===== src/rtl/td4_pkg.sv =====
// Shared types for the TD4 run/load controller: FSM state encoding, mode switch
// codes and program-memory geometry.
package td4_pkg;

  localparam int PMEM_DEPTH = 16;
  localparam int PMEM_AW    = 4;
  localparam int INSN_W     = 8;

  typedef enum logic [1:0] {
    MODE_HALT = 2'b00,
    MODE_STEP = 2'b01,
    MODE_RUN  = 2'b10,
    MODE_LOAD = 2'b11
  } mode_e;

  typedef enum logic [2:0] {
    ST_HALT  = 3'd0,
    ST_RUN   = 3'd1,
    ST_STEP  = 3'd2,
    ST_LOAD  = 3'd3,
    ST_BREAK = 3'd4
  } state_e;

  function automatic state_e mode_to_state(input mode_e m);
    state_e s;
    case (m)
      MODE_RUN:  s = ST_RUN;
      MODE_STEP: s = ST_STEP;
      MODE_LOAD: s = ST_LOAD;
      default:   s = ST_HALT;
    endcase
    return s;
  endfunction

endpackage


===== src/rtl/td4_debounce.sv =====
// Push-button conditioner: 2-flop synchronizer, stability counter and a
// registered one-cycle pulse on each accepted rising level.
module td4_debounce #(
  parameter int DEBOUNCE = 16
) (
  input  logic clk,
  input  logic rst_n,
  input  logic btn_raw,
  output logic rise
);

  localparam int CNT_W = $clog2(DEBOUNCE + 1);
  localparam logic [CNT_W-1:0] CNT_LAST = CNT_W'(DEBOUNCE - 1);

  logic             sync1_q, sync2_q;
  logic             stable_q, stable_d;
  logic             rise_q, rise_d;
  logic [CNT_W-1:0] cnt_q, cnt_d;

  // Any cycle where the synced input agrees with the accepted level restarts the count.
  always_comb begin
    cnt_d    = '0;
    stable_d = stable_q;
    if (sync2_q != stable_q) begin
      if (cnt_q == CNT_LAST) stable_d = sync2_q;
      else                   cnt_d    = cnt_q + 1'b1;
    end
    rise_d = stable_d & ~stable_q;
  end

  always_ff @(posedge clk or negedge rst_n) begin
    if (!rst_n) begin
      sync1_q  <= 1'b0;
      sync2_q  <= 1'b0;
      stable_q <= 1'b0;
      cnt_q    <= '0;
      rise_q   <= 1'b0;
    end else begin
      sync1_q  <= btn_raw;
      sync2_q  <= sync1_q;
      stable_q <= stable_d;
      cnt_q    <= cnt_d;
      rise_q   <= rise_d;
    end
  end

  assign rise = rise_q;

endmodule


===== src/rtl/td4_run_ctrl.sv =====
// TD4 execution and program-load controller: HALT / RUN / STEP / LOAD modes.
// Define TD4_BREAKPOINT_EN to enable the RUN breakpoint and the BREAK state.
module td4_run_ctrl
  import td4_pkg::*;
#(
  parameter int DIV      = 1_000_000,
  parameter int DEBOUNCE = 16
) (
  input  logic        clock,
  input  logic        reset,
  input  logic [1:0]  mode,
  input  logic        step_btn,
  input  logic        ld_valid,
  input  logic [7:0]  ld_data,
  output logic        ld_ready,
  input  logic [3:0]  ip,
  input  logic [3:0]  bp_addr,
  output logic        cpu_en,
  output logic        cpu_rst_n,
  output logic        mem_we,
  output logic [3:0]  mem_addr,
  output logic [7:0]  mem_wdata,
  output logic [2:0]  state,
  output logic        load_done,
  output logic        bp_hit
);

  localparam int DIV_W  = $clog2(DIV);
  localparam int LCNT_W = PMEM_AW + 1;
  localparam logic [DIV_W-1:0]  DIV_LAST  = DIV_W'(DIV - 1);
  localparam logic [LCNT_W-1:0] LOAD_FULL = LCNT_W'(PMEM_DEPTH);

  mode_e               mode_s1_q, mode_s2_q;
  state_e              state_q, state_d;
  logic [DIV_W-1:0]    div_q, div_d;
  logic [LCNT_W-1:0]   lcnt_q, lcnt_d;
  logic                cpu_en_q, cpu_en_d;
  logic                cpu_rst_n_q, cpu_rst_n_d;
  logic                mem_we_q, mem_we_d;
  logic [PMEM_AW-1:0]  mem_addr_q, mem_addr_d;
  logic [INSN_W-1:0]   mem_wdata_q, mem_wdata_d;
  logic                load_done_q, load_done_d;
  logic                bp_hit_q, bp_hit_d;
  logic                step_rise, run_due, ld_ready_c, accept;

  td4_debounce #(.DEBOUNCE(DEBOUNCE)) u_step_db (
    .clk     (clock),
    .rst_n   (reset),
    .btn_raw (step_btn),
    .rise    (step_rise)
  );

`ifndef TD4_BREAKPOINT_EN
  logic unused_bp_inputs;
  assign unused_bp_inputs = ^{ip, bp_addr};
`endif

  // Loader handshake: a byte transfers on any cycle with ld_valid && ld_ready;
  // the loader holds ld_data stable until then. ld_ready drops one cycle before
  // LOAD is left so that every accepted byte is written while still in LOAD.
  always_comb begin
    state_d = mode_to_state(mode_s2_q);
    run_due = (state_q == ST_RUN) && (div_q == DIV_LAST);
`ifdef TD4_BREAKPOINT_EN
    if (state_q == ST_BREAK && mode_s2_q == MODE_RUN)
      state_d = ST_BREAK;
    else if (run_due && state_d == ST_RUN && ip == bp_addr)
      state_d = ST_BREAK;
`endif

    div_d = '0;
    if (state_q == ST_RUN && state_d == ST_RUN && !run_due) div_d = div_q + 1'b1;

    ld_ready_c = (state_q == ST_LOAD) && (state_d == ST_LOAD) && (lcnt_q != LOAD_FULL);
    accept     = ld_valid && ld_ready_c;
    lcnt_d     = (state_d == ST_LOAD) ? lcnt_q + LCNT_W'(accept) : '0;

    mem_we_d    = accept;
    mem_addr_d  = accept ? lcnt_q[PMEM_AW-1:0] : mem_addr_q;
    mem_wdata_d = accept ? ld_data : mem_wdata_q;
    load_done_d = (state_d == ST_LOAD) && (lcnt_d == LOAD_FULL);

    // Core restarts from ip=0 on the first cycle after LOAD; pulses only when staying put.
    cpu_rst_n_d = (state_d != ST_LOAD);
    cpu_en_d    = (run_due && state_d == ST_RUN) ||
                  (state_q == ST_STEP && state_d == ST_STEP && step_rise);
    bp_hit_d    = (state_d == ST_BREAK);
  end

  always_ff @(posedge clock or negedge reset) begin
    if (!reset) begin
      mode_s1_q   <= MODE_HALT;
      mode_s2_q   <= MODE_HALT;
      state_q     <= ST_HALT;
      div_q       <= '0;
      lcnt_q      <= '0;
      cpu_en_q    <= 1'b0;
      cpu_rst_n_q <= 1'b0;
      mem_we_q    <= 1'b0;
      mem_addr_q  <= '0;
      mem_wdata_q <= '0;
      load_done_q <= 1'b0;
      bp_hit_q    <= 1'b0;
    end else begin
      mode_s1_q   <= mode_e'(mode);
      mode_s2_q   <= mode_s1_q;
      state_q     <= state_d;
      div_q       <= div_d;
      lcnt_q      <= lcnt_d;
      cpu_en_q    <= cpu_en_d;
      cpu_rst_n_q <= cpu_rst_n_d;
      mem_we_q    <= mem_we_d;
      mem_addr_q  <= mem_addr_d;
      mem_wdata_q <= mem_wdata_d;
      load_done_q <= load_done_d;
      bp_hit_q    <= bp_hit_d;
    end
  end

  assign ld_ready  = ld_ready_c;
  assign cpu_en    = cpu_en_q;
  assign cpu_rst_n = cpu_rst_n_q;
  assign mem_we    = mem_we_q;
  assign mem_addr  = mem_addr_q;
  assign mem_wdata = mem_wdata_q;
  assign state     = state_q;
  assign load_done = load_done_q;
  assign bp_hit    = bp_hit_q;

endmodule


===== config.mk =====
export PLATFORM = sky130hd
export DESIGN_NAME = td4_run_ctrl
export DESIGN_NICKNAME = d
export VERILOG_FILES = /design/src/rtl/td4_pkg.sv /design/src/rtl/td4_debounce.sv /design/src/rtl/td4_run_ctrl.sv
export SDC_FILE = /design/constraint.sdc
export NUM_CORES = 1
export LEC_CHECK = 0
export CAP_MARGIN = 25
export CORE_MARGIN = 2
export CORE_UTILIZATION = 45
export DETAILED_ROUTE_END_ITERATION = 10
export PLACE_DENSITY = 0.78
export SLEW_MARGIN = 20
export SYNTH_ARGS = -nofsm -noshare
export SYNTH_HDL_FRONTEND = slang
export SYNTH_SLANG_ARGS = --single-unit

===== constraint.sdc =====
create_clock -name clock -period 2 [get_ports clock]
set_input_delay 0.5 -clock clock [delete_from_list [all_inputs] [get_ports clock]]
set_output_delay 0.5 -clock clock [all_outputs]
set_load 0.05 [all_outputs]

**Yosys cells after proc, flatten, opt, wreduce, memory -nomap -nowiden**

Cells that the tools add are included.

- ROM bits: 0
- Register bits after elaboration: 58
- Input port bits: 22
- Memory bits (writable): 0
- Bits in latches: 0
- Memories: 0
- Output and inout port bits: 21
- Word-level logic and storage cells: 57

- Add/sub/neg operators: 3
- Bitwise logic cells: 2
- Divide/modulo/power cells: 0
- Reduce and logical (&&, ||, !) cells: 12
- Eq/ne operators: 16
- Magnitude comparators: 0
- Multiplexer cells: 7
- Shift operators: 0
- $mul: 0

Operator list:

| cell | count |
|---|---|
| $add A20 B1 Y20 const B | 1 |
| $eq A20 B20 Y1 const B | 1 |
| $mux W20 | 1 |
| $mux W5 | 3 |
| $eq A3 B2 Y1 const B | 4 |
| $logic_and A1 B1 Y1 | 10 |
| $eq A3 B1 Y1 const B | 2 |
| $pmux W2 S3 | 1 |
| $add A5 B1 Y5 | 1 |
| $add A5 B1 Y5 const B | 1 |
| $eq A5 B4 Y1 const B | 1 |
| $eq A5 B5 Y1 const B | 1 |
| $ne A5 B5 Y1 const B | 1 |
| $eq A2 B2 Y1 const B | 2 |
| $eq A3 B3 Y1 const B | 1 |
| $ne A3 B2 Y1 const B | 1 |
| $eq A2 B1 Y1 const B | 1 |
| $mux W1 | 2 |
| $and A1 B1 Y1 | 1 |
| $logic_not A1 Y1 | 1 |
| $logic_or A1 B1 Y1 | 1 |
| $ne A1 B1 Y1 | 1 |
| $not A1 Y1 | 1 |

**Depth between registers and ports, before layout**

Gate-level depths: netlist of run 1.

- Depth in word-level cells: 10
- Depth in mapped cells: 11
- Depth with buffers taken out: 10

**Hierarchy**

From an unflattened synthesis of run 1, not the netlist that was laid out.

- Cell total of the unflattened synthesis: 206
- Area total of the unflattened synthesis: 2397.3 µm²

By module, submodules not included:

| module | times used | cells an instance | sequential area each (µm²) | area an instance (µm²) |
|---|---|---|---|---|
| td4_run_ctrl | 1 | 181 | 1176.1 | 2047.0 |
| td4_debounce | 1 | 25 | 225.2 | 350.3 |

**Worst setup path before layout of run 1**

Ideal clock, no wire load.

- Kind: register -> register
- Start: reg state_q[0], in the netlist state[0]
- End: reg load_done_q, in the netlist load_done
- Required time: 1900 ps
- Path buffers: 1
- Arrival: 2138 ps
- Period minus slack after synthesis: 2238 ps
- Path slack: -238 ps
- Stages on the path, launching flop included: 10
- Library setup time: 100 ps
- Cells stage by stage: dfrtp_1 nand4_1 buf_2 inv_1 ha_1 ha_1 nand3_1 xor2_1 nor2_1 nor4bb_1

- Cells in the longest elaborated chain, start to end: 8

RTL lines:

| item | line | source |
|---|---|---|
| start, declared | td4_run_ctrl.sv:34 | `state_e state_q, state_d;` |
| start signal, assigned | td4_run_ctrl.sv:107 | `state_q <= state_d;` |
| $eq A3 B2 Y1 | td4_run_ctrl.sv:74 | `ld_ready_c = (state_q == ST_LOAD) && (state_d == ST_LOAD) && (lcnt_q != LOAD_FULL);` |
| $logic_and A1 B1 Y1 (2 in a row) | td4_run_ctrl.sv:74 |  |
| $logic_and A1 B1 Y1 | td4_run_ctrl.sv:75 | `accept = ld_valid && ld_ready_c;` |
| named net accept | td4_run_ctrl.sv:44 | `logic step_rise, run_due, ld_ready_c, accept;` |
| $add A5 B1 Y5 | td4_run_ctrl.sv:76 | `lcnt_d = (state_d == ST_LOAD) ? lcnt_q + LCNT_W'(accept) : '0;` |
| $mux W5 | td4_run_ctrl.sv:76 |  |
| named net lcnt_d[4] | td4_run_ctrl.sv:36 | `logic [LCNT_W-1:0] lcnt_q, lcnt_d;` |
| $eq A5 B5 Y1 | td4_run_ctrl.sv:81 | `load_done_d = (state_d == ST_LOAD) && (lcnt_d == LOAD_FULL);` |
| $logic_and A1 B1 Y1 | td4_run_ctrl.sv:81 |  |
| named net load_done_d | td4_run_ctrl.sv:42 | `logic load_done_q, load_done_d;` |
| end signal, assigned | td4_run_ctrl.sv:115 | `load_done_q <= load_done_d;` |
| end, declared | td4_run_ctrl.sv:42 |  |

The timed path passes the listed nets, and every way through them passes these cells.
A chain may end at the register's enable or synchronous reset.

**Worst setup path after layout of run 1**

- Start: reg lcnt_q[0]
- End: out ld_ready

- Cells in the longest elaborated chain, start to end: 2

RTL lines:

| item | line | source |
|---|---|---|
| start, declared | td4_run_ctrl.sv:36 |  |
| start signal, assigned | td4_run_ctrl.sv:109 | `lcnt_q <= lcnt_d;` |
| $ne A5 B5 Y1 | td4_run_ctrl.sv:74 |  |
| $logic_and A1 B1 Y1 | td4_run_ctrl.sv:74 |  |
| end, declared | td4_run_ctrl.sv:15 | `output logic ld_ready,` |

No other way between the ends.

==> results by group, run 1 <==
Power
  – P_leak: roughly 0.0013 uW
  – PD cells: slightly above 700 nW/um^2
  – Total Power: approximately 2200 uW
  – Worst VDD drop: 0.487 mV

Detailed routing
  – Initial drt markers: 83
  – Final ANT Viol Nets: 0
  – Via count: approximately 1,700
  – Wire per inst: roughly 14 um
  – Post-Route WL: around 4.4 mm
  – Residual DRC: 0
  – Post-DR vias/cell: ~5.3
  – TritonRoute pass-1 iters: 4

Layout
  – Diodes inserted: 0
  – Nets: ~270
  – Area Overhead vs Synth: 26.4%
  – Layout cells sized above 1: 0.317

GRT
  – Initial antenna violation count: 0
  – All-layer global routing usage: 0.161
  – Gr ovfl total: 0
  – Global-route wire length before repair: 7.66 mm
  – Number of global-route vias before repair: about 1,700
  – Pin count of the biggest net entering global routing: 28

Die
  – Vert. Die Dim: 77.4 um
  – Initial core utilization: 0.472
  – Core outline area: 5140 sq um
  – Die Wd: around 77 um
  – Num ports: 43
  – Rows: 26
  – Die area: about 6000 sq um

Timing
  – Slew @ Worst Pin: 0.514 ns
  – Fmax achieved: roughly 510 MHz
  – Worst setup margin: approximately 0.021 ns
  – Rel. slew slack: 0.657
  – Final setup skew: 0.00945 ns
  – Final period util: 0.989
  – Slew Viols, Final: 0
  – RSZ-0062 raised after global routing: true
  – Hold Vio Cnt, Final: 0
  – Final setup fails: 0
  – Final Critical Period: slightly below 2 ns

Placement
  – Port bufs: 32
  – Routability cong.: ~0.80
  – Post-DP HPWL: 3.10 mm
  – Setup Slack @ Placement: -0.193 ns

Flow run
  – Max Cap Viol: 0

Synth
  – Synth Instances: 200
  – YS warnings: 0
  – Yosys cell types: 37
  – Top-area cell type share of the netlist area: 0.578
  – Synth area leader: dfrtp_1
  – Largest cells by area after synthesis: dfrtp_1, mux2_2, xor2_1, nor2_2, a21oi_2
  – Sequential area share after synthesis: 0.578
  – Syn avg cell area: approximately 12 sq um
  – Post-Syn Area: 2420 sq um
  – Seq cells post-synth: 56

CTS
  – Sink Count: 56
  – CTS tree: yes
  – CTS root buf: clkbuf_8
  – CTS clk-pin slew, worst paths: 0.10 ns
  – Inserted Clock Buffers: 5
  – Clock Latency Late Sink: between 0.3 and 0.4 ns
  – Clock Tree Buf Depth: 2
  – CTS HTree Levels: 2

Hold path
  – Hold Path Class: primary input to async pin

Setup path
  – Startpoint Class: register
  – Crit end category: output port
  – WP data required: ~1.5 ns
  – R2R depth: 10
  – CP arrival: between 1 and 1.5 ns
  – Crit Path Max Fanout: 2
  – Crit Path Class: register to output port

Run status
  – Outcome: finished clean
-- critical path: stages, from the launching register on --
cell and delay, ns:
dfrtp_1 0.41, nor4_2 0.31, a21oi_2 0.10, and3_1 0.21
buf_6 0.15
-- metrics by stage --
stage | cell area, sq um | TNS (ns) | std cells | util | hold WS [ns]
4_1_cts | 3020 | 0 | 317 | 0.588 | 0.0820
3_5_place_dp | 2920 | -0.193 | 309 | 0.569 | 0.340
6_report | 3060 | 0 | 319 | 0.596 | 0.0769
3_3_place_gp | 2920 | -0.158 | 309 | 0.569 | 0.333
5_1_grt | 3060 | -0.153 | 319 | 0.596 | 0.0898
2_1_floorplan | 2470 | -0.0518 | 201 | - | 0.204
-- sequential cells by signal (all words and copies together), names as in the netlist, 2 cells and up --
name             flops
mode_s2_q            2
state                2
lcnt_q               5
div_q               20
mode_s1_q            2
mem_addr             4
u_step_db.cnt_q      5
mem_wdata            8
-- cells in the final DEF (no fill, tap or decap), types with 2 or more instances in the layout --
master / count
buf_12: 2
xor2_1: 11
conb_1: 2
and3_1: 5
nand4b_1: 2
clkbuf_8: 5
a21oi_2: 9
nand3_1: 9
or3_1: 4
dlymetal6s2s_1: 4
buf_4: 22
nor2_1: 8
xnor2_1: 4
nand2_1: 8
or4_1: 7
dfrtp_2: 2
ha_1: 2
clkdlybuf4s50_1: 19
dfrtp_1: 54
o21ai_0: 3
o31ai_1: 6
nand4_1: 7
ha_4: 2
nor2_2: 12
o21ai_2: 2
inv_1: 4
mux2_2: 12
-- logic make-up after synthesis --
kind of cell | Yosys count | synth area share
AND/OR/NAND/NOR | 75 | 0.185
XOR/XNOR | 15 | 0.0542
flip-flops | 56 | 0.578
multiplexers | 13 | 0.0604
buffers and inverters | 14 | 0.0320
adder cells (fa/ha/maj) | 4 | 0.0207
AO/OA/AOI/OAI | 22 | 0.0681
other | 1 | 0.00155
-- area by class of cell --
cell class	count	area [sq um]
multi-input cells	131	1000
well taps	70	87.6
inverters	5	21.3
fillers	443	2080
clock buffers	5	68.8
clock inverters	3	21.3
flip-flops and latches	56	1400
repair buffers	49	462
-- worst paths after layout --
check | from | to | slack, ns
min in group clock | mode_s1_q[0]$_DFF_PN0_ | mode_s2_q[0]$_DFF_PN0_ | 0.36
max in group asynchronous | reset | state[1]$_DFF_PN0_ | 1.37
max reg2reg | lcnt_q[0]$_DFF_PN0_ | load_done$_DFF_PN0_ | 0.02
max | lcnt_q[0]$_DFF_PN0_ | ld_ready | 0.02
min | reset | mem_we$_DFF_PN0_ | 0.08
min reg2reg | mode_s1_q[0]$_DFF_PN0_ | mode_s2_q[0]$_DFF_PN0_ | 0.36
-- where the power goes --
group | leakage [uW] | switching, uW | total [uW] | internal, uW
Clock | 0.0000445 | 360 | 609 | 249
Combinational | 0.000542 | 231 | 364 | 133
Sequential | 0.000742 | 31.7 | 1220 | 1180
-- cell usage after synthesis --
cell / instances
o21ai_2: 2
nor4b_1: 1
o31ai_1: 6
a22oi_1: 1
nor2_1: 8
and4_1: 1
nor4bb_1: 2
nor2_2: 12
clkbuf_1: 3
nor3_1: 1
xnor2_1: 4
nand4b_1: 2
conb_1: 1
or4_1: 7
and4_2: 1
a21oi_1: 2
nand3b_1: 1
mux2_2: 12
dfrtp_1: 56
and3_1: 6
nand2b_1: 1
buf_4: 2
inv_1: 5
nor2b_1: 1
ha_1: 4
nor3b_1: 1
buf_6: 2
xor2_1: 11
mux2_1: 1
nand3_1: 10
nor4_1: 1
o21ai_0: 3
or3_1: 4
buf_2: 2
nand4_1: 7
a21oi_2: 8
nand2_1: 8
-- metal layers --
layer | global-route usage | up-vias | part of all wire
li1 | - | 799 | -
met1 | 0.211 | 844 | 0.45
met2 | 0.268 | 28 | 0.51
met3 | 0.0279 | 4 | 0.030
met4 | 0.0589 | 0 | 0.014
met5 | 0 | - | 0
-- timing repair --
action                                  in CTS  in global routing
hold buffers                                 0                  0
buffers inserted                             0                  2
pin swaps                                    3                  8
gates resized for setup                      2                  7
endpoints found under the setup margin       2                  6
Power figures use the tool's default switching activity.
==> run 2, diff against run 1 <==
--- a/config.mk
+++ b/config.mk
@@ -7,9 +7,9 @@
 export LEC_CHECK = 0
 export CAP_MARGIN = 25
 export CORE_MARGIN = 2
-export CORE_UTILIZATION = 45
+export CORE_UTILIZATION = 47
 export DETAILED_ROUTE_END_ITERATION = 10
-export PLACE_DENSITY = 0.78
+export PLACE_DENSITY = 0.8
 export SLEW_MARGIN = 20
 export SYNTH_ARGS = -nofsm -noshare
 export SYNTH_HDL_FRONTEND = slang
==> run 2 against run 1 <==
Against the previous run: sequential cell count is the same; final cell count is 0.31% higher; count of clock-buffer cells in the layout rose by 1; total power grew 7.4%; sequential power hardly changed; non-clock buffer count rose by 1.
==> results by group, run 2 (same netlist as run 1, synthesis figures left out) <==
Layout
  – Commonest non-fill, non-tap cells in the layout: dfrtp_1, buf_4, clkdlybuf4s50_1
  – Max reg flops: 20 (unchanged)
  – Nets: 275 (+0.36%)
  – Diodes inserted: 0 (unchanged)
  – Most flop-heavy register: div_q
  – Area Overhead vs Synth: 29.3%
  – Final core occ: 0.622 (+0.0254)
  – Commonest non-fill, non-tap cell in the layout: dfrtp_1
  – Layout cells sized above 1: 0.324 (+0.00673)

Die
  – Vert. Die Dim: 75.8 um (-2.0%)
  – Die area: 5750 sq um (-4.0%)
  – Num ports: 43 (unchanged)
  – Core outline area: 5040 sq um (-1.9%)
  – Die Wd: 75.8 um (-2.0%)
  – Rows: 26 (unchanged)
  – Initial core utilization: 0.481 (+0.00913)

Timing
  – Hold Vio Cnt, Final: 0 (unchanged)
  – Final period util: 0.988 (-0.00109)
  – Rel. slew slack: 0.656 (-0.000768)
  – Fmax achieved: 506 MHz (+0.11%)
  – Final Critical Period: 1.98 ns (-0.00217 ns)
  – RSZ-0062 raised after global routing: true
  – Slew @ Worst Pin: 0.515 ns (+0.00115 ns)
  – Slew Viols, Final: 0 (unchanged)
  – Final setup fails: 0 (unchanged)
  – Final setup skew: 0.0119 ns (+0.00248 ns)
  – Post-Route Setup TNS: 0 ns (unchanged)
  – Worst setup margin: 0.0235 ns (+0.00217 ns)

Detailed routing
  – Via count: 1,680 (+0.30%)
  – Post-DR vias/cell: 5.25 (about the same)
  – Post-Route WL: 4.62 mm (+5.1%)
  – TritonRoute pass-1 iters: 4 (unchanged)
  – Residual DRC: 0 (unchanged)
  – Initial drt markers: 59 (-29%)
  – Wire per inst: 14.4 um (+4.8%)
  – Final ANT Viol Nets: 0 (unchanged)

Power
  – PD cells: 750 nW/um^2 (+5.0%)
  – Worst VDD drop: 0.541 mV (+11%)
  – Total Power: 2350 uW (+7.4%)
  – P_leak: 0.00142 uW (+6.6%)

Setup path
  – Startpoint Class: register
  – CP arrival: 2.21 ns (+0.73 ns)
  – Cell-by-cell trace of the critical path: nor4_2 > a21oi_1 > nand4_1 > inv_4 > ha_4 > ha_4 > and3_4 > nor2_4 > nor4bb_4
  – Crit Path Class: register to register
  – Crit Path Max Fanout: 2 (unchanged)
  – Worst path slowest cell: dfrtp_1
  – CP max stage delay: 0.42 ns (about the same)
  – WP data required: 2.23 ns (+0.73 ns)
  – Worst Path Buf+Inv: 1 (unchanged)
  – Most frequent CP cell: ha_4
  – Crit end category: register
  – Top cell family by delay on the critical path: simple AND/OR/NAND/NOR gates

CTS
  – Inserted Clock Buffers: 5 (unchanged)
  – Sink Count: 56 (unchanged)
  – CTS tree: yes
  – CTS HTree Levels: 2 (unchanged)
  – Clock Latency Late Sink: 0.31 ns (about the same)
  – CTS root buf: clkbuf_8
  – Clock Tree Buf Depth: 2 (unchanged)
  – CTS clk-pin slew, worst paths: 0.10 ns (about the same)

GRT
  – Global-route wire length before repair: 7.42 mm (-3.1%)
  – Gr ovfl total: 0 (unchanged)
  – Number of global-route vias before repair: 1,650 (-0.90%)
  – Pin count of the biggest net entering global routing: 36 (+29%)
  – Initial antenna violation count: 0 (unchanged)
  – All-layer global routing usage: 0.175 (+0.0143)

Placement
  – Port bufs: 32 (unchanged)
  – Setup Slack @ Placement: -0.228 ns (-0.0350 ns)
  – Routability cong.: 0.779 (-2.5%)
  – Post-DP HPWL: 3.24 mm (+4.6%)

Flow run
  – Max Cap Viol: 0 (unchanged)

Run status
  – Outcome: finished clean

Hold path
  – Hold Path Class: primary input to async pin
## run 2: changes by cell type in the layout (fill, tap and decap cells not counted), sizes merged
cell           delta
dlygate4sd2       +1
dlymetal6s2s      +3
bufinv            +1
clkinvlp          -1
clkbuf            +1
clkdlybuf4s50     -3
inv               -1
## run 2: worst paths after layout
| kind | start | to | slack [ns] | cells after the start |
|---|---|---|---|---|
| worst max-delay path | lcnt_q[3]$_DFF_PN0_ | load_done$_DFF_PN0_ | 0.02 | 9 |
| worst min-delay path | reset | mem_we$_DFF_PN0_ | 0.14 | 1 |
| worst max register to register | lcnt_q[3]$_DFF_PN0_ | load_done$_DFF_PN0_ | 0.02 | 9 |
| worst min register to register | mode_s1_q[1]$_DFF_PN0_ | mode_s2_q[1]$_DFF_PN0_ | 0.36 | 0 |
| max in group asynchronous | reset | state[1]$_DFF_PN0_ | 1.29 | 2 |
| min in group clock | mode_s1_q[1]$_DFF_PN0_ | mode_s2_q[1]$_DFF_PN0_ | 0.36 | 0 |
## run 2: cell type report
type                       instances  area [sq um]
clock buffer                       6          82.6
clock inverter                     2          38.8
fill                             396          1910
inverter                           5          21.3
multi-input combinational        131          1020
sequential                        56          1400
tap                               70          87.6
timing repair buffer              50           478
## run 2: layer usage
layer	wire, um	GRT usage
met1	1940	0.209
met2	2370	0.285
met3	164	0.0423
met4	132	0.103
met5	0	0
## run 2: through the flow
step           cells  cell area (sq um)  hold slack [ns]
2_1_floorplan    201               2470            0.204
3_3_place_gp     308               2920            0.334
3_5_place_dp     308               2920            0.336
4_1_cts          318               3080            0.163
5_1_grt          320               3130            0.171
6_report         320               3130            0.143
## run 2: what timing repair did
item,4_1_cts,5_1_grt
cloned,0,0
endpoints found under the setup margin,3,9
buffers inserted,2,2
hold buffers,0,0
resized for setup,5,12
pin swaps,6,6
## run 2: power by group
part / internal [uW] / switching (uW) / total, uW
combinational: 134 / 232 / 365
clock: 410 / 363 / 772
sequential: 1180 / 29.8 / 1210
total: 1730 / 624 / 2350
==> run 3, diff against run 2 <==
--- a/config.mk
+++ b/config.mk
@@ -5,11 +5,12 @@
 export SDC_FILE = /design/constraint.sdc
 export NUM_CORES = 1
 export LEC_CHECK = 0
-export CAP_MARGIN = 25
+export CAP_MARGIN = 30
 export CORE_MARGIN = 2
 export CORE_UTILIZATION = 47
 export DETAILED_ROUTE_END_ITERATION = 10
 export PLACE_DENSITY = 0.8
+export SKIP_CTS_REPAIR_TIMING = 1
 export SLEW_MARGIN = 20
 export SYNTH_ARGS = -nofsm -noshare
 export SYNTH_HDL_FRONTEND = slang
==> run 3 against run 2 <==
Against the previous run: sequential power about the same; count of clock-buffer cells in the layout unchanged; clock skew decreased by 0.00060 ns; register-to-register slack about the same; highest routed layer unchanged; total power about the same; global-route usage decreased by 0.22 points.
==> results by group, run 3 (same netlist as run 1, synthesis figures left out) <==
Timing
  – Fmax achieved: 505 MHz (-0.12%)
  – Worst setup margin: 0.0211 ns (-0.00244 ns)
  – Hold Vio Cnt, Final: 0 (unchanged)
  – Slew Viols, Final: 0 (unchanged)
  – Final setup fails: 0 (unchanged)
  – Final setup skew: 0.0113 ns (-0.000603 ns)
  – Rel. slew slack: 0.656 (about the same)
  – Final Critical Period: 1.98 ns (+0.00244 ns)
  – Slew @ Worst Pin: 0.515 ns (-0.000000417 ns)
  – Final period util: 0.989 (+0.00122)
  – RSZ-0062 raised after global routing: true

Detailed routing
  – Final ANT Viol Nets: 0 (unchanged)
  – Via count: 1,686 (+0.36%)
  – TritonRoute pass-1 iters: 4 (unchanged)
  – Residual DRC: 0 (unchanged)
  – Post-DR vias/cell: 5.29 (+0.67%)
  – Post-Route WL: 4.53 mm (-1.8%)
  – Wire per inst: 14.2 um (-1.4%)
  – Initial drt markers: 64 (+8.5%)

Layout
  – Diodes inserted: 0 (unchanged)
  – Max reg flops: 20 (unchanged)
  – Commonest non-fill, non-tap cell in the layout: dfrtp_1
  – Fillers: 402 (+1.5%)
  – Final instance area: 3110 sq um (-0.88%)
  – Area Overhead vs Synth: 28.2%
  – Finished Layout Cells: 319 (-0.31%)
  – Layout cells sized above 1: 0.313 (-0.0107)
  – Commonest non-fill, non-tap cells in the layout: dfrtp_1, buf_4, clkdlybuf4s50_1
  – Most flop-heavy register: div_q
  – Nets: 274 (-0.36%)

Flow run
  – Max Cap Viol: 0 (unchanged)

GRT
  – All-layer global routing usage: 0.173 (-0.00223)
  – Number of global-route vias before repair: 1,650 (unchanged)
  – Pin count of the biggest net entering global routing: 36 (unchanged)
  – Initial antenna violation count: 0 (unchanged)
  – Global-route wire length before repair: 7.36 mm (-0.93%)
  – Gr ovfl total: 0 (unchanged)

Die
  – Initial core utilization: 0.481 (unchanged)
  – Num ports: 43 (unchanged)
  – Rows: 26 (unchanged)
  – Die Wd: 75.8 um (unchanged)
  – Die area: 5750 sq um (unchanged)
  – Core outline area: 5040 sq um (unchanged)
  – Vert. Die Dim: 75.8 um (unchanged)

Placement
  – Routability cong.: 0.779 (unchanged)
  – Area after DPL: 2920 sq um (unchanged)
  – Post-DP HPWL: 3.24 mm (unchanged)
  – Placed Cells: 308 (unchanged)
  – Port bufs: 32 (unchanged)
  – Setup Slack @ Placement: -0.228 ns (unchanged)

CTS
  – Clock Latency Late Sink: 0.31 ns (about the same)
  – CTS clk-pin slew, worst paths: 0.10 ns (about the same)
  – Sink Count: 56 (unchanged)
  – CTS tree: yes
  – Inserted Clock Buffers: 5 (unchanged)
  – Clock Tree Buf Depth: 2 (unchanged)
  – CTS root buf: clkbuf_8
  – CTS HTree Levels: 2 (unchanged)

Setup path
  – Crit Path Class: register to register
  – Reg2Reg Capture Point: load_done$_DFF_PN0_
  – WP data required: 2.23 ns (about the same)
  – Reg2reg setup slack: 0.02 ns (about the same)
  – CP arrival: 2.21 ns (about the same)
  – Worst r2r src: lcnt_q[1]$_DFF_PN0_
  – Crit end category: register
  – Startpoint Class: register
  – R2R depth: 10 (+1)
  – Crit Path Max Fanout: 2 (unchanged)

Power
  – PD cells: 756 nW/um^2 (+0.80%)
  – Total Power: 2350 uW (about the same)
  – P_leak: 0.00142 uW (+0.29%)
  – Worst VDD drop: 0.540 mV (-0.12%)

Run status
  – Outcome: finished clean

Hold path
  – Hold Path Class: primary input to async pin
-- run 3: changes by cell type in the layout (fill, tap and decap cells not counted), sizes merged --
cell and change:
buf -1, dlygate4sd2 -1, dlymetal6s2s +1
-- run 3: layer usage --
layer / up-vias / share of wire / global-route usage
met4: 0 / 0.032 / 0.107
met2: 37 / 0.50 / 0.277
li1: 806 / - / -
met1: 832 / 0.43 / 0.209
met5: - / 0 / 0
met3: 11 / 0.036 / 0.0423
-- run 3: worst max-delay path, stage by stage, from the launching register on --
cell and delay [ns]:
dfrtp_1 0.41, nor4_2 0.27, a21oi_1 0.13, nand4_1 0.18, inv_4 0.06, ha_4 0.17
ha_4 0.16, nand3_2 0.06, xor2_1 0.06, nor2_1 0.12, nor4bb_2 0.28
-- run 3: how the worst max path moves through the flow --
stage                   startpoint                  end  slack [ns]  depth (start not counted)
4_1_cts        lcnt_q[3]$_DFF_PN0_  load_done$_DFF_PN0_       -0.07                          9
2_1_floorplan  lcnt_q[0]$_DFF_PN0_  load_done$_DFF_PN0_       -0.05                         10
3_3_place_gp              ld_valid  load_done$_DFF_PN0_       -0.15                          8
5_1_grt        lcnt_q[3]$_DFF_PN0_  load_done$_DFF_PN0_       -0.11                         10
6_report       lcnt_q[1]$_DFF_PN0_  load_done$_DFF_PN0_        0.02                         10
3_5_place_dp              ld_valid  load_done$_DFF_PN0_       -0.23                          9
-- run 3: where the power goes --
group	internal [uW]	switching, uW
registers	1180	29.7
clock network	410	362
logic	133	231
-- run 3: layout make-up --
class | count | area (sq um) | share of cell area
multi-input combinational | 131 | 998 | 0.321
sequential | 56 | 1400 | 0.452
clock inverter | 2 | 38.8 | 0.0125
inverter | 5 | 21.3 | 0.00685
clock buffer | 6 | 82.6 | 0.0266
tap | 70 | 87.6 | 0.0282
timing repair buffer | 49 | 474 | 0.153
-- run 3: stage by stage --
step / TNS [ns] / util / hold WS [ns]
floorplan: -0.0518 / - / 0.204
global route: -0.120 / 0.616 / 0.173
finish: 0 / 0.616 / 0.144
CTS: -0.133 / 0.603 / 0.163
global placement: -0.148 / 0.579 / 0.334
detailed placement: -0.228 / 0.579 / 0.336
